===== src/rtl/riscv_pkg.sv =====
// rtl/riscv_pkg.sv - shared RV M-extension encodings and muldiv FSM states
package riscv_pkg;

   typedef enum logic [2:0] {
      MD_MUL    = 3'd0,
      MD_MULH   = 3'd1,
      MD_MULHSU = 3'd2,
      MD_MULHU  = 3'd3,
      MD_DIV    = 3'd4,
      MD_DIVU   = 3'd5,
      MD_REM    = 3'd6,
      MD_REMU   = 3'd7
   } md_op_t;

   typedef enum logic [1:0] {
      MD_IDLE = 2'd0,
      MD_ITER_MUL = 2'd1,
      MD_ITER_DIV = 2'd2,
      MD_DONE = 2'd3
   } md_state_t;

endpackage


===== src/rtl/cond_negate.sv =====
// rtl/cond_negate.sv - two's-complement negate when neg is set
module cond_negate #(
   parameter int WIDTH = 32
) (
   input  logic [WIDTH-1:0] x,
   input  logic             neg,
   output logic [WIDTH-1:0] y
);

   assign y = neg ? (~x + WIDTH'(1)) : x;

endmodule


===== src/rtl/execute_muldiv_unit.sv =====
// rtl/execute_muldiv_unit.sv - iterative RV32M/RV64M multiply/divide unit for the E stage
module execute_muldiv_unit
   import riscv_pkg::*;
#(
   parameter int XLEN = 32
) (
   input  logic            clk,
   input  logic            rst_n,
   input  logic            E_md_start,
   input  logic [2:0]      E_md_op,
   input  logic [XLEN-1:0] E_md_src_a,
   input  logic [XLEN-1:0] E_md_src_b,
   input  logic            E_md_flush,
   output logic            E_md_stall,
   output logic            E_md_done,
   output logic [XLEN-1:0] E_md_result
);

   localparam int CW = $clog2(XLEN) + 1;

   md_state_t         state;
   md_op_t            op_q;
   logic              neg_q;
   logic [XLEN-1:0]   b_q;
   logic [2*XLEN-1:0] acc;
   logic [CW-1:0]     cnt;

   logic              sa, sb, neg_in, accept, special;
   logic [XLEN-1:0]   abs_a, abs_b, special_res;

   assign sa = !(E_md_op == 3'd3 || E_md_op[2:0] == 3'd5 || E_md_op == 3'd7) && E_md_src_a[XLEN-1];
   assign sb = (E_md_op == 3'd0 || E_md_op == 3'd1 || E_md_op == 3'd4 || E_md_op == 3'd6)
               && E_md_src_b[XLEN-1];
   assign accept = (state == MD_IDLE) && E_md_start && !E_md_flush;

   always_comb begin
      case (md_op_t'(E_md_op))
         MD_MUL, MD_MULH, MD_DIV: neg_in = sa ^ sb;
         MD_MULHSU, MD_REM:       neg_in = sa;
         default:                 neg_in = 1'b0;
      endcase
   end

   cond_negate #(.WIDTH(XLEN)) u_abs_a (.x(E_md_src_a), .neg(sa), .y(abs_a));
   cond_negate #(.WIDTH(XLEN)) u_abs_b (.x(E_md_src_b), .neg(sb), .y(abs_b));

   // Divide-by-zero and signed overflow resolve without iterating.
   always_comb begin
      special     = 1'b0;
      special_res = '0;
      if (E_md_op[2]) begin
         if (E_md_src_b == '0) begin
            special     = 1'b1;
            special_res = E_md_op[1] ? E_md_src_a : '1;
         end else if (!E_md_op[0] && E_md_src_a == {1'b1, {(XLEN-1){1'b0}}} && E_md_src_b == '1) begin
            special     = 1'b1;
            special_res = E_md_op[1] ? '0 : E_md_src_a;
         end
      end
   end

   // One adder: MUL adds b into the high half, DIV trial-subtracts b from the shifted remainder.
   logic [XLEN:0]     add_x, add_y;
   logic              add_cin, no_borrow;
   logic [XLEN+1:0]   add_sum;
   logic [2*XLEN-1:0] acc_next, fix_in, fix_out;
   logic [XLEN-1:0]   iter_res;

   always_comb begin
      if (state == MD_ITER_DIV) begin
         add_x   = acc[2*XLEN-1:XLEN-1];
         add_y   = ~{1'b0, b_q};
         add_cin = 1'b1;
      end else begin
         add_x   = {1'b0, acc[2*XLEN-1:XLEN]};
         add_y   = acc[0] ? {1'b0, b_q} : '0;
         add_cin = 1'b0;
      end
   end

   assign add_sum   = {1'b0, add_x} + {1'b0, add_y} + {{(XLEN+1){1'b0}}, add_cin};
   assign no_borrow = add_sum[XLEN+1];

   always_comb begin
      case (state)
         MD_ITER_MUL: acc_next = {add_sum[XLEN:0], acc[XLEN-1:1]};
         MD_ITER_DIV: acc_next = {no_borrow ? add_sum[XLEN-1:0] : add_x[XLEN-1:0],
                                  acc[XLEN-2:0], no_borrow};
         default:     acc_next = acc;
      endcase
   end

   always_comb begin
      if (!op_q[2])
         fix_in = acc_next;
      else if (op_q[1])
         fix_in = {{XLEN{1'b0}}, acc_next[2*XLEN-1:XLEN]};
      else
         fix_in = {{XLEN{1'b0}}, acc_next[XLEN-1:0]};
   end

   cond_negate #(.WIDTH(2*XLEN)) u_fix (.x(fix_in), .neg(neg_q), .y(fix_out));

   assign iter_res = (!op_q[2] && op_q[1:0] != 2'd0) ? fix_out[2*XLEN-1:XLEN] : fix_out[XLEN-1:0];

   always_ff @(posedge clk or negedge rst_n) begin
      if (!rst_n) begin
         state       <= MD_IDLE;
         op_q        <= MD_MUL;
         neg_q       <= 1'b0;
         b_q         <= '0;
         acc         <= '0;
         cnt         <= '0;
         E_md_result <= '0;
      end else if (E_md_flush) begin
         state <= MD_IDLE;
      end else begin
         case (state)
            MD_IDLE: begin
               if (accept) begin
                  op_q  <= md_op_t'(E_md_op);
                  neg_q <= neg_in;
                  b_q   <= abs_b;
                  acc   <= {{XLEN{1'b0}}, abs_a};
                  cnt   <= '0;
                  if (special) begin
                     E_md_result <= special_res;
                     state       <= MD_DONE;
                  end else begin
                     state <= E_md_op[2] ? MD_ITER_DIV : MD_ITER_MUL;
                  end
               end
            end
            MD_ITER_MUL, MD_ITER_DIV: begin
               acc <= acc_next;
               cnt <= cnt + CW'(1);
               if (cnt == CW'(XLEN-1)) begin
                  E_md_result <= iter_res;
                  state       <= MD_DONE;
               end
            end
            default: state <= MD_IDLE;
         endcase
      end
   end

   assign E_md_stall = accept || (state == MD_ITER_MUL) || (state == MD_ITER_DIV);
   assign E_md_done  = (state == MD_DONE);

endmodule


===== config.mk =====
export PLATFORM = sky130hd
export DESIGN_NAME = execute_muldiv_unit
export DESIGN_NICKNAME = d
export VERILOG_FILES = /design/src/rtl/riscv_pkg.sv /design/src/rtl/cond_negate.sv /design/src/rtl/execute_muldiv_unit.sv
export SDC_FILE = /design/constraint.sdc
export NUM_CORES = 1
export LEC_CHECK = 0
export CAP_MARGIN = 5
export CELL_PAD_IN_SITES_DETAIL_PLACEMENT = 2
export CELL_PAD_IN_SITES_GLOBAL_PLACEMENT = 2
export CORE_ASPECT_RATIO = 1.5
export CORE_MARGIN = 2
export CORE_UTILIZATION = 38
export CTS_CLUSTER_SIZE = 20
export DETAILED_ROUTE_END_ITERATION = 7
export HOLD_SLACK_MARGIN = 0.06
export PLACE_DENSITY = 0.84
export SLEW_MARGIN = 20
export SYNTH_ARGS = -nofsm -noshare
export SYNTH_HDL_FRONTEND = slang
export SYNTH_SLANG_ARGS = --single-unit

===== constraint.sdc =====
create_clock -name clk -period 15.2 [get_ports clk]
set_input_delay 3.04 -clock clk [delete_from_list [all_inputs] [get_ports clk]]
set_output_delay 3.04 -clock clk [all_outputs]
set_load 0.005 [all_outputs]

==> out/metrics.yaml, run 1 <==
timing:
  rsz0062_at_grt: "no"
  setup_slack_ns: 6.80
  tns_ns: 0
  whs_ns: 0.496
  hold_viol_final: 0
  post-route-period-util: 0.553
  max_clock_freq_ghz: 0.119
  drv_slew: 0
  min_period_ns: 8.40
  finClkSkew_ns: 0.0166
  setup-violations-final: 0
  slew_headroom: 0.168
  worstMarginPinSlew_ns: 1.24
clocking:
  clockBufferDepth: 2
  path_clk_slew_ns: 0.07
  numCtsBuffers: 17
  cts_max_level: 4
  cts_sinks: 140
  cts_hold_buf: 0
  clock_latency_ns: 0.47
  post_cts_resized: 0
  cts_setup_buffers: 0
  cts_tree: "done"
  cts_root_buf: "clkbuf_16"
yosys:
  synth_cells: 2111
  synth_top_area_cell: "dfrtp_1"
  synth-async-reset-ratio: 1.00
  synth_top_family_by_area: "compound AO/OA/AOI/OAI gates"
  ys_top_cells_by_count: "265 x nand2_1, 249 x o21ai_0, 214 x nor2_1"
  synth_fp_nets: 2225
  synth_most_common_cell: "nand2_1"
  synthAdderAreaFrac: 0.0361
  netlist_area_sq_um: 15300
  synth-xor-area-share: 0.0561
  postSynthAreaPerCell_sq_um: 7.25
  synth_edf_count: 0
  synth_cell_types: 98
  synthTopCellsByArea: "dfrtp_1 23%, o21ai_0 8.1%, nand2_1 6.5%"
  synthFlopType: "dfrtp_1"
  synth-simple-area-share: 0.242
  synth-compound-area-share: 0.328
  synth-seq-area-share: 0.229
  synth-seq-cells: 140
  yosysTopAreaCellShare: 0.229
  synthMuxAreaShare: 0.0588
  ys_warn_count: 0
floorplan:
  rows: 90
  start_util: 0.383
  core-area_sq_um: 40000
  die-height_um: 250
  io_pins: 105
  die_x_um: 168
  die_area_sq_um: 41900
layout:
  final_util: 0.435
  fin_nets: 2234
  postLayoutCellArea_sq_um: 17400
  area_growth_pct: 13.6
  drive_above_1_share: 0.0844
grt:
  grt_pass1_wl_um: 128000
  grt_pass1_vias: 19600
  antenna_found_initial: 1
  gr-total-overflow: 0
  grt.total_usage: 0.405
  grt_max_degree: 98
place:
  gp_congestion: 0.977
  placedInstanceArea_sq_um: 16700
  dpl.hpwl_um: 65000
  io_buffers: 104
  dp_slack_ns: 7.21
setup_path:
  crit_chain: "inv_1, ha_2, buf_4, nand2_1, o21ai_0, ha_1, a21oi_1, o21ai_4, a31oi_2, a211o_1, nand2_1, buf_4, a221oi_1, o21ai_2, or4_1, nor4_4, nand4_4, o41ai_2, a2bb2o_1, o21ai_1"
  critPathKind: "reg2reg"
  cp_slowest_cell: "a221oi_1"
  critPathMaxStageDelay_ns: 0.90
  end_kind: "flop"
  r2r_end: "E_md_result[29]$_DFFE_PN0P_"
  crit_arrival_ns: 8.79
  path_max_fanout: 84
  crit_family: "compound AO/OA/AOI/OAI gates"
  rr_worst_depth: 20
  r2r-start: "state[0]$_DFFE_PN0P_"
  ff2ff_setup_slack_ns: 6.80
  worstPathRequired_ns: 15.59
  crit_buf_inv: 3
  cp-start-kind: "flop"
routing:
  drcViolationCount: 0
  wl_per_cell_um: 32.3
  num_vias: 18300
  ant_nets: 0
  vias_per_cell: 6.94
  dr.pass1.iters: 6
  drt_iter0_drc: 1603
  wl_um: 85400
worst_hold_path:
  min-delay-path-class: "reg2reg"
  min_to: "b_q[17]$_DFFE_PN0P_"
  worstHoldStart: "b_q[17]$_DFFE_PN0P_"
  min_path_cells: 2
power_and_ir_drop:
  p_leak_nw: 6.70
  vdd_drop_max_uv: 123
  p_per_area_nw_per_um2: 254
outcome:
  outcome: "finished, final reports clean"
flow_run:
  cap_viol_max_count: 0
-- through the flow --
| step | instances | power [mW] |
|---|---|---|
| floorplan | 2111 | 2.56 |
| global placement | 2607 | 3.64 |
| detailed placement | 2607 | 3.75 |
| CTS | 2639 | 4.30 |
| global route | 2639 | 4.61 |
| finish | 2640 | 4.42 |
-- worst max path at each step --
stage | startpoint | to | slack, ns | cells after the start
final | state[0]$_DFFE_PN0P_ | E_md_result[29]$_DFFE_PN0P_ | 6.80 | 20
after global routing | state[0]$_DFFE_PN0P_ | E_md_result[29]$_DFFE_PN0P_ | 6.42 | 19
after CTS | state[0]$_DFFE_PN0P_ | E_md_result[29]$_DFFE_PN0P_ | 7.05 | 20
after detailed placement | state[0]$_DFFE_PN0P_ | E_md_result[29]$_DFFE_PN0P_ | 7.21 | 19
after global placement | state[0]$_DFFE_PN0P_ | E_md_result[27]$_DFFE_PN0P_ | 7.35 | 19
after floorplan | state[0]$_DFFE_PN0P_ | E_md_result[4]$_DFFE_PN0P_ | 7.96 | 29
-- layout by cell type, fill, tap and decap left out, types with 33 or more instances in the layout --
master / synthesis / final
dfrtp_1: 140 / 139
o22ai_1: 38 / 38
o21ai_0: 249 / 249
ha_1: 41 / 38
clkdlybuf4s50_1: 0 / 103
xor2_1: 41 / 41
xnor2_1: 57 / 57
a221o_1: 33 / 33
buf_4: 1 / 41
nor3_1: 60 / 58
nand3_1: 41 / 41
a211oi_1: 38 / 38
nor2_1: 214 / 212
nand4_1: 40 / 40
mux2_2: 63 / 63
inv_1: 38 / 37
a21oi_1: 138 / 138
nand2_1: 265 / 265
-- kinds of logic (layout without fill, tap and decap cells) --
kind of cell / Yosys count / count (layout)
other cells: 0 / 1
buf+inv: 194 / 216
mux: 82 / 82
simple gates: 784 / 784
xor+xnor: 98 / 98
flops: 140 / 140
compound gates: 770 / 770
fa+ha+maj: 43 / 43
-- worst register-to-register path: cells and delay by family, from the launching register on --
kind	cells	cell delay, ns
buffers and inverters	3	1.20
AND/OR/NAND/NOR	5	2.41
AO/OA/AOI/OAI	10	3.65
flip-flops	1	0.45
adder cells (fa/ha/maj)	2	0.59
-- power by group --
part	switching [mW]	total (mW)	internal, mW
Clock	0.202	0.502	0.299
Sequential	0.149	0.658	0.510
Combinational	2.25	3.26	1.01
-- area by class of cell --
cell class              count  area (sq um)
flip-flops and latches    140          3500
clock inverters            14           225
repair buffers            145          1350
clock buffers              18           439
diodes                      1          2.50
multi-input cells        1777         11100
inverters                  39           146
fillers                  4601         22600
well taps                 506           633
-- flip-flops by register name (all words and copies together) (netlist names) --
name         flops
E_md_result     32
acc             64
b_q             32
cnt              6
neg_q            1
op_q             3
state            2
-- routing by layer --
| metal | up-vias | track usage | part of all wire |
|---|---|---|---|
| met2 | 844 | 0.693 | 0.48 |
| met1 | 9246 | 0.442 | 0.36 |
| met5 | - | 0 | 0 |
| li1 | 7945 | - | - |
| met3 | 291 | 0.0525 | 0.057 |
| met4 | 0 | 0.345 | 0.10 |
Note: power is estimated with default switching activity, not from simulation.
==> inputs of run 2 (changes only) <==
--- a/config.mk
+++ b/config.mk
@@ -10,11 +10,11 @@
 export CELL_PAD_IN_SITES_GLOBAL_PLACEMENT = 2
 export CORE_ASPECT_RATIO = 1.5
 export CORE_MARGIN = 2
-export CORE_UTILIZATION = 38
+export CORE_UTILIZATION = 32
 export CTS_CLUSTER_SIZE = 20
 export DETAILED_ROUTE_END_ITERATION = 7
 export HOLD_SLACK_MARGIN = 0.06
-export PLACE_DENSITY = 0.84
+export PLACE_DENSITY = 0.75
 export SLEW_MARGIN = 20
 export SYNTH_ARGS = -nofsm -noshare
 export SYNTH_HDL_FRONTEND = slang
==> constraint.sdc (replaced) <==
create_clock -name clk -period 7.14 [get_ports clk]
set_input_delay 1.428 -clock clk [delete_from_list [all_inputs] [get_ports clk]]
set_output_delay 1.428 -clock clk [all_outputs]
set_load 0.005 [all_outputs]
==> out/metrics.yaml, run 2 (synthesis gave the netlist of run 1 again) <==
timing:
  whs_ns: 0.495
  hold_viol_final: 0
  tns_ns: 0
  post-route-period-util: 0.958
  finClkSkew_ns: 0.0180
  setup-violations-final: 0
  setup_slack_ns: 0.298
  max_clock_freq_ghz: 0.146
  slew_headroom: 0.186
  drv_slew: 0
  min_period_ns: 6.84
  worstMarginPinSlew_ns: 1.21
  rsz0062_at_grt: "no"
place:
  placedInstanceArea_sq_um: 17400
  io_buffers: 104
  dp.cells: 2771
  gp_congestion: 1.00
  dpl.hpwl_um: 70500
  dp_slack_ns: -0.0998
layout:
  layout_commonest_cell: "nand2_1"
  diodes: 0
  layout_common_cells: "265 x nand2_1, 249 x o21ai_0, 212 x nor2_1"
  largest_reg_flops: 64
  fillers: 5575
  area_growth_pct: 17.9
  layoutNonFillerInstCount: 2803
  fin_nets: 2305
  largestRegisters: "acc (64), E_md_result (32), b_q (32)"
  largest_register: "acc"
  drive_above_1_share: 0.113
  postLayoutCellArea_sq_um: 18100
  final_util: 0.380
setup_path:
  worstPathRequired_ns: 7.50
  crit_buf_inv: 6
  rr_worst_depth: 24
  critPathKind: "reg2reg"
  worst-path-stages: 24
  r2r-start: "state[0]$_DFFE_PN0P_"
  crit_path_end: "E_md_result[4]$_DFFE_PN0P_"
  end_kind: "flop"
  path_max_fanout: 31
  cp-start-kind: "flop"
  cp_slowest_cell: "or4bb_1"
  crit_chain: "inv_1, ha_1, nor2b_1, buf_4, mux2_2, fa_1, inv_1, fa_1, nand2b_1, a21oi_2, o21ai_1, buf_4, o21ai_0, buf_4, a21boi_0, xnor2_1, a2111oi_1, buf_4, o211a_1, or4bb_1, or3_1, or3_1, o21ai_0, o31ai_1"
  crit_family: "compound AO/OA/AOI/OAI gates"
  ff2ff_setup_slack_ns: 0.30
  critPathMaxStageDelay_ns: 0.58
  cp_common_cell: "buf_4"
  startpoint: "state[0]$_DFFE_PN0P_"
  crit_arrival_ns: 7.20
  r2r_end: "E_md_result[4]$_DFFE_PN0P_"
floorplan:
  start_util: 0.323
  core-area_sq_um: 47500
  io_pins: 105
  die_x_um: 183
  die_area_sq_um: 49700
  die-height_um: 272
  rows: 98
worst_hold_path:
  min-delay-path-class: "reg2reg"
routing:
  num_vias: 18200
  drcViolationCount: 0
  ant_nets: 0
  drt_iter0_drc: 1173
  dr.pass1.iters: 5
  vias_per_cell: 6.50
  wl_per_cell_um: 31.5
  wl_um: 88400
grt:
  grt_pass1_wl_um: 130000
  grt.total_usage: 0.354
  antenna_found_initial: 2
  grt_pass1_vias: 19400
  gr-total-overflow: 0
  grt_max_degree: 89
power_and_ir_drop:
  vdd_drop_max_uv: 222
  finalPower_mw: 9.57
  p_per_area_nw_per_um2: 530
  p_leak_nw: 7.04
clocking:
  cts_hold_buf: 0
  numCtsBuffers: 17
  path_clk_slew_ns: 0.07
  clock_latency_ns: 0.49
  cts_root_buf: "clkbuf_16"
  cts_sinks: 140
  cts_tree: "done"
  clockBufferDepth: 2
  cts_max_level: 4
flow_run:
  cap_viol_max_count: 0
outcome:
  outcome: "finished, final reports clean"
==> run 2: cell count changes in the layout (fill, tap and decap cells not counted), sizes merged <==
cell,change
inv,-3
diode,-1
clkbuf,+1
clkinv,-1
clkinvlp,+2
buf,+71
==> run 2: cell type report <==
cell class / instances / area [sq um] / share of cell area
Multi-Input combinational cell: 1777 / 11100 / 0.615
Tap cell: 600 / 751 / 0.0416
Clock inverter: 12 / 211 / 0.0117
Clock buffer: 19 / 433 / 0.0240
Timing Repair Buffer: 216 / 1900 / 0.105
Inverter: 39 / 146 / 0.00811
Sequential cell: 140 / 3500 / 0.194
==> run 2: worst min path at each step <==
stage | start | cells past startpoint | end
finish | b_q[13]$_DFFE_PN0P_ | 2 | b_q[13]$_DFFE_PN0P_
floorplan | cnt[1]$_DFFE_PN0P_ | 2 | cnt[1]$_DFFE_PN0P_
CTS | b_q[24]$_DFFE_PN0P_ | 2 | b_q[24]$_DFFE_PN0P_
detailed placement | b_q[13]$_DFFE_PN0P_ | 2 | b_q[13]$_DFFE_PN0P_
global placement | E_md_result[2]$_DFFE_PN0P_ | 2 | E_md_result[2]$_DFFE_PN0P_
global route | b_q[24]$_DFFE_PN0P_ | 2 | b_q[24]$_DFFE_PN0P_
==> run 2: power breakdown <==
group / switching (mW) / total (mW) / internal (mW) / leakage [nW]
clock network: 0.444 / 1.07 / 0.624 / 0.307
logic: 4.76 / 7.12 / 2.35 / 4.93
registers: 0.301 / 1.39 / 1.08 / 1.80
==> run 2: per-layer routing <==
layer,vias to the layer above,routed length [um],share of wire,global-route usage
li1,8070,-,-,-
met2,606,43700,0.49,0.620
met5,-,17,0.00019,0
met1,9278,32900,0.37,0.382
met4,2,8740,0.099,0.303
met3,260,3080,0.035,0.0356
==> run 2: repair_timing <==
| item | CTS | global route |
|---|---|---|
| endpoints found under the setup margin | 4 | 19 |
| hold endpoints to repair | 0 | 0 |
| buffers inserted | 0 | 1 |
| gates resized for setup | 1 | 3 |
| pin swaps | 0 | 0 |
==> run 2: worst min-delay path, stage by stage (launching register included) <==
cell and delay [ns]:
dfrtp_1 0.35, nand2_1 0.05, o21ai_0 0.06
